`src/rtl/demux_l1.sv`:
```
// Layer-1 receive demultiplexer: each of two lanes carries interleaved even/odd
// byte pairs, which are reassembled and presented together on two output buses.
module demux_l1 #(
    parameter int WIDTH = 8
) (
    input  logic             clk,
    input  logic             reset,
    input  logic [WIDTH-1:0] Entrada0,
    input  logic             validEntrada0,
    input  logic [WIDTH-1:0] Entrada1,
    input  logic             validEntrada1,
    output logic [WIDTH-1:0] Salida0,
    output logic [WIDTH-1:0] Salida1,
    output logic [WIDTH-1:0] Salida2,
    output logic [WIDTH-1:0] Salida3,
    output logic             validSalida0,
    output logic             validSalida1,
    output logic             validSalida2,
    output logic             validSalida3
);

    logic [1:0]       vld_p0;
    logic [WIDTH-1:0] data_p0 [2];

    assign vld_p0     = {validEntrada1, validEntrada0};
    assign data_p0[0] = Entrada0;
    assign data_p0[1] = Entrada1;

    for (genvar g = 0; g < 2; g++) begin : g_lane
        logic             phase;
        logic [WIDTH-1:0] hold;
        logic [WIDTH-1:0] even_p1;
        logic [WIDTH-1:0] odd_p1;
        logic             vld_p1;

        // p0 -> p1: the even word parks in hold until its odd partner arrives
        always_ff @(posedge clk or posedge reset) begin
            if (reset) begin
                phase   <= 1'b0;
                hold    <= '0;
                even_p1 <= '0;
                odd_p1  <= '0;
                vld_p1  <= 1'b0;
            end else begin
                vld_p1 <= 1'b0;
                if (vld_p0[g]) begin
                    if (!phase) begin
                        hold  <= data_p0[g];
                        phase <= 1'b1;
                    end else begin
                        even_p1 <= hold;
                        odd_p1  <= data_p0[g];
                        vld_p1  <= 1'b1;
                        phase   <= 1'b0;
                    end
                end
            end
        end
    end

    assign Salida0      = g_lane[0].even_p1;
    assign Salida1      = g_lane[0].odd_p1;
    assign validSalida0 = g_lane[0].vld_p1;
    assign validSalida1 = g_lane[0].vld_p1;
    assign Salida2      = g_lane[1].even_p1;
    assign Salida3      = g_lane[1].odd_p1;
    assign validSalida2 = g_lane[1].vld_p1;
    assign validSalida3 = g_lane[1].vld_p1;

endmodule

```
`config.mk`:
```
export PLATFORM = sky130hd
export DESIGN_NAME = demux_l1
export DESIGN_NICKNAME = d
export VERILOG_FILES = /design/src/rtl/demux_l1.sv
export SDC_FILE = /design/constraint.sdc
export NUM_CORES = 1
export LEC_CHECK = 0
export ABC_AREA = 1
export CAP_MARGIN = 20
export CELL_PAD_IN_SITES_DETAIL_PLACEMENT = 0
export CELL_PAD_IN_SITES_GLOBAL_PLACEMENT = 1
export CORE_MARGIN = 5
export CORE_UTILIZATION = 36
export DETAILED_ROUTE_END_ITERATION = 16
export HOLD_SLACK_MARGIN = 0.02
export PLACE_DENSITY_LB_ADDON = 0.1
export RECOVER_POWER = 50
export SYNTH_ARGS = -nofsm -noshare
export SYNTH_HDL_FRONTEND = slang
export SYNTH_SLANG_ARGS = --single-unit
export TNS_END_PERCENT = 10
```
`constraint.sdc`:
```
create_clock -name clk -period 1.8 [get_ports clk]
set_input_delay 0.36 -clock clk [delete_from_list [all_inputs] [get_ports clk]]
set_output_delay 0.36 -clock clk [all_outputs]
set_load 0.005 [all_outputs]
```
==> flow_summary.ini, run 1 <==
[outcome]
run_status = finished, final reports clean

[finish]
stdcell_count = 351
fin_nets = 295
drive_gt1_share_pct = 5.80
fin_util_pct = 47.3
diodes = 0
area_delta_synth_final_pct = 28.8

[run]
drv_cap = 0

[worst_setup_path]
arrival_ps = 1180
cp.required_ps = 1440
timing.rr.start = g_lane[1].phase$_DFFE_PP0P_
critPathLaunchType = flip-flop
cp-end-kind = primary output
worstPathMaxFanout = 2
crit_type = flip-flop to primary output
r2r_end = Salida2[5]$_DFFE_PP0P_
crit_slowest_cell = clkdlybuf4s50_1
slowest_delay_ps = 510
path_buf_inv = 1
crit_family = buffers and inverters
r2r_cells = 4
cp_cell_sequence = clkdlybuf4s50_1
r2r_slack_ps = 390

[placed_design]
gp_routability_congestion = 0.734
hpwl_um = 3230
placed_cells = 343
portBuffers = 55

[clocking]
clock_latency_ps = 290
clockRootBuffer = clkbuf_8
cts_setup_buffers = 0
ctsResizeCount = 0
cts_max_path_buffers = 2
cts_tree = done
h-tree-depth = 2
cts-buffers-inserted = 5
cts_hold_buf = 0
cts.sinks = 52
clk_pin_slew_ps = 90

[timing]
hold_ws_ps = 474
slew_violations = 0
tightest_slew_ps = 728
slew_headroom_pct = 51.5
hold_viol_final = 0
layout_min_cycle_time_ps = 1540
max_clock_freq_ghz = 0.648
setup_viol = 0
rsz0062_at_grt = no
fin_tns_setup_ps = 0
finalCritPeriodShare_pct = 85.7
finalClockSkew_ps = 4.24

[power_and_ir_drop]
p_leak_nw = 1.39
irDropWorstVdd_uv = 646
pwr_density_cell_nw_per_um2 = 1580

[drt]
drt-initial-drc-count = 54
detail-route-antenna-nets = 0
vias = 1628
routed_wl_um = 4680
drtPass1Iterations = 4
avgRoutedWirePerCell_um = 13.3
drcViolationCount = 0
vias_per_cell = 4.64

[logic_synthesis]
syn_area_per_cell_um2 = 9.73
postSynthCellCount = 221
synth.ff_latch_count = 52
synth_nets = 241
yosysSeqAreaShare_pct = 60.5
yosysWarnings = 0
netlist_area_um2 = 2150
ys_types = 11

[hold_path]
hold_end = Salida0[1]$_DFFE_PP0P_
worstHoldPathType = flip-flop to flip-flop
min_path_cells = 2
hp-start = Salida0[1]$_DFFE_PP0P_

[floorplanning]
start_util_pct = 36.7
die_w_um = 87.3
die_area_um2 = 7620
io_pins = 56
core-area_um2 = 5850
rows = 28
chipHeight_um = 87.3

[grt]
gr-total-overflow = 0
grt_pass1_wl_um = 7970
grt_pass1_vias = 1670
grt_max_degree = 53
antenna_found_initial = 0
grtUsageTotal_pct = 13.3
-- registers in the layout, indices dropped and copies added (netlist names) --
| name | count |
|---|---|
| g_lane.phase | 2 |
| validSalida0 | 1 |
| Salida1 | 8 |
| validSalida2 | 1 |
| g_lane.hold | 16 |
| Salida2 | 8 |
| Salida3 | 8 |
| Salida0 | 8 |
-- worst max path at each step --
stage	start	endpoint	slack, ps	cells past startpoint
floorplan	reset	Salida0[0]$_DFFE_PP0P_	180	1
global placement	validEntrada1	Salida3[0]$_DFFE_PP0P_	320	5
detailed placement	validEntrada1	Salida2[5]$_DFFE_PP0P_	310	5
CTS	Salida1[3]$_DFFE_PP0P_	Salida1[3]	220	1
global route	validEntrada0	Salida1[7]$_DFFE_PP0P_	150	5
finish	Salida1[3]$_DFFE_PP0P_	Salida1[3]	260	1
-- power by group --
| group | switching (mW) | internal, mW | total [mW] |
|---|---|---|---|
| logic | 0.737 | 0.926 | 1.66 |
| registers | 0.349 | 1.70 | 2.04 |
| clock network | 0.362 | 0.315 | 0.676 |
-- cells by family (layout without fill, tap and decap cells) --
| family | Yosys count | after routing | share of synthesized area [%] |
|---|---|---|---|
| xor+xnor | 2 | 2 | 0.815 |
| simple gates | 148 | 148 | 31.1 |
| flops | 52 | 52 | 60.5 |
| buf+inv | 19 | 74 | 7.51 |
-- per-stage QoR --
step	worst slack (ps)	power (mW)	area, um2
after floorplan	182	2.92	2150
after global placement	320	3.81	2730
after detailed placement	313	3.84	2730
after CTS	215	4.53	2820
after global routing	149	4.78	2770
final	257	4.38	2770
-- layout make-up --
cell class,count,area [um2]
multi-input combinational,150,659
tap,75,93.8
inverter,5,18.8
sequential,52,1300
fill,595,3080
clock buffer,8,90.1
timing repair buffer,61,606
-- synth_stat cells --
| cell | n | area share, % |
|---|---|---|
| buf_4 | 4 | 1.4 |
| inv_1 | 3 | 0.52 |
| inv_2 | 2 | 0.35 |
| nand2_8 | 1 | 0.93 |
| xor2_1 | 2 | 0.82 |
| nand2_4 | 3 | 1.6 |
| nand2_2 | 6 | 1.7 |
| nand3_1 | 48 | 11 |
| nand2_1 | 90 | 16 |
| buf_6 | 10 | 5.2 |
| dfrtp_1 | 52 | 61 |
-- layer usage --
metal | GRT usage, % | routed length, um
met1 | 16.4 | 2070
met2 | 23.1 | 2310
met3 | 3.22 | 237
met4 | 3.35 | 58
met5 | 0 | 0
-- cell usage in the layout (no fill, tap or decap) --
cell,count
clkbuf_8,6
dlygate4sd3_1,2
clkbuf_1,2
nand2_4,1
nand2_2,1
nand2_8,1
xor2_1,2
nand3_1,48
buf_4,3
inv_2,1
clkdlybuf4s50_1,53
clkbuf_4,1
clkbuf_2,1
nand2_1,97
clkinv_1,1
buf_12,1
inv_1,3
dfrtp_1,52
Note: power is estimated with default switching activity, not from simulation.
==> run 2: changes to the inputs <==
--- a/config.mk
+++ b/config.mk
@@ -11,6 +11,7 @@
 export CELL_PAD_IN_SITES_GLOBAL_PLACEMENT = 1
 export CORE_MARGIN = 5
 export CORE_UTILIZATION = 36
+export CTS_CLUSTER_DIAMETER = 100
 export DETAILED_ROUTE_END_ITERATION = 16
 export HOLD_SLACK_MARGIN = 0.02
 export PLACE_DENSITY_LB_ADDON = 0.1
==> results of run 2 <==
The final DEF is identical to that of run 1; final timing and power are the same.
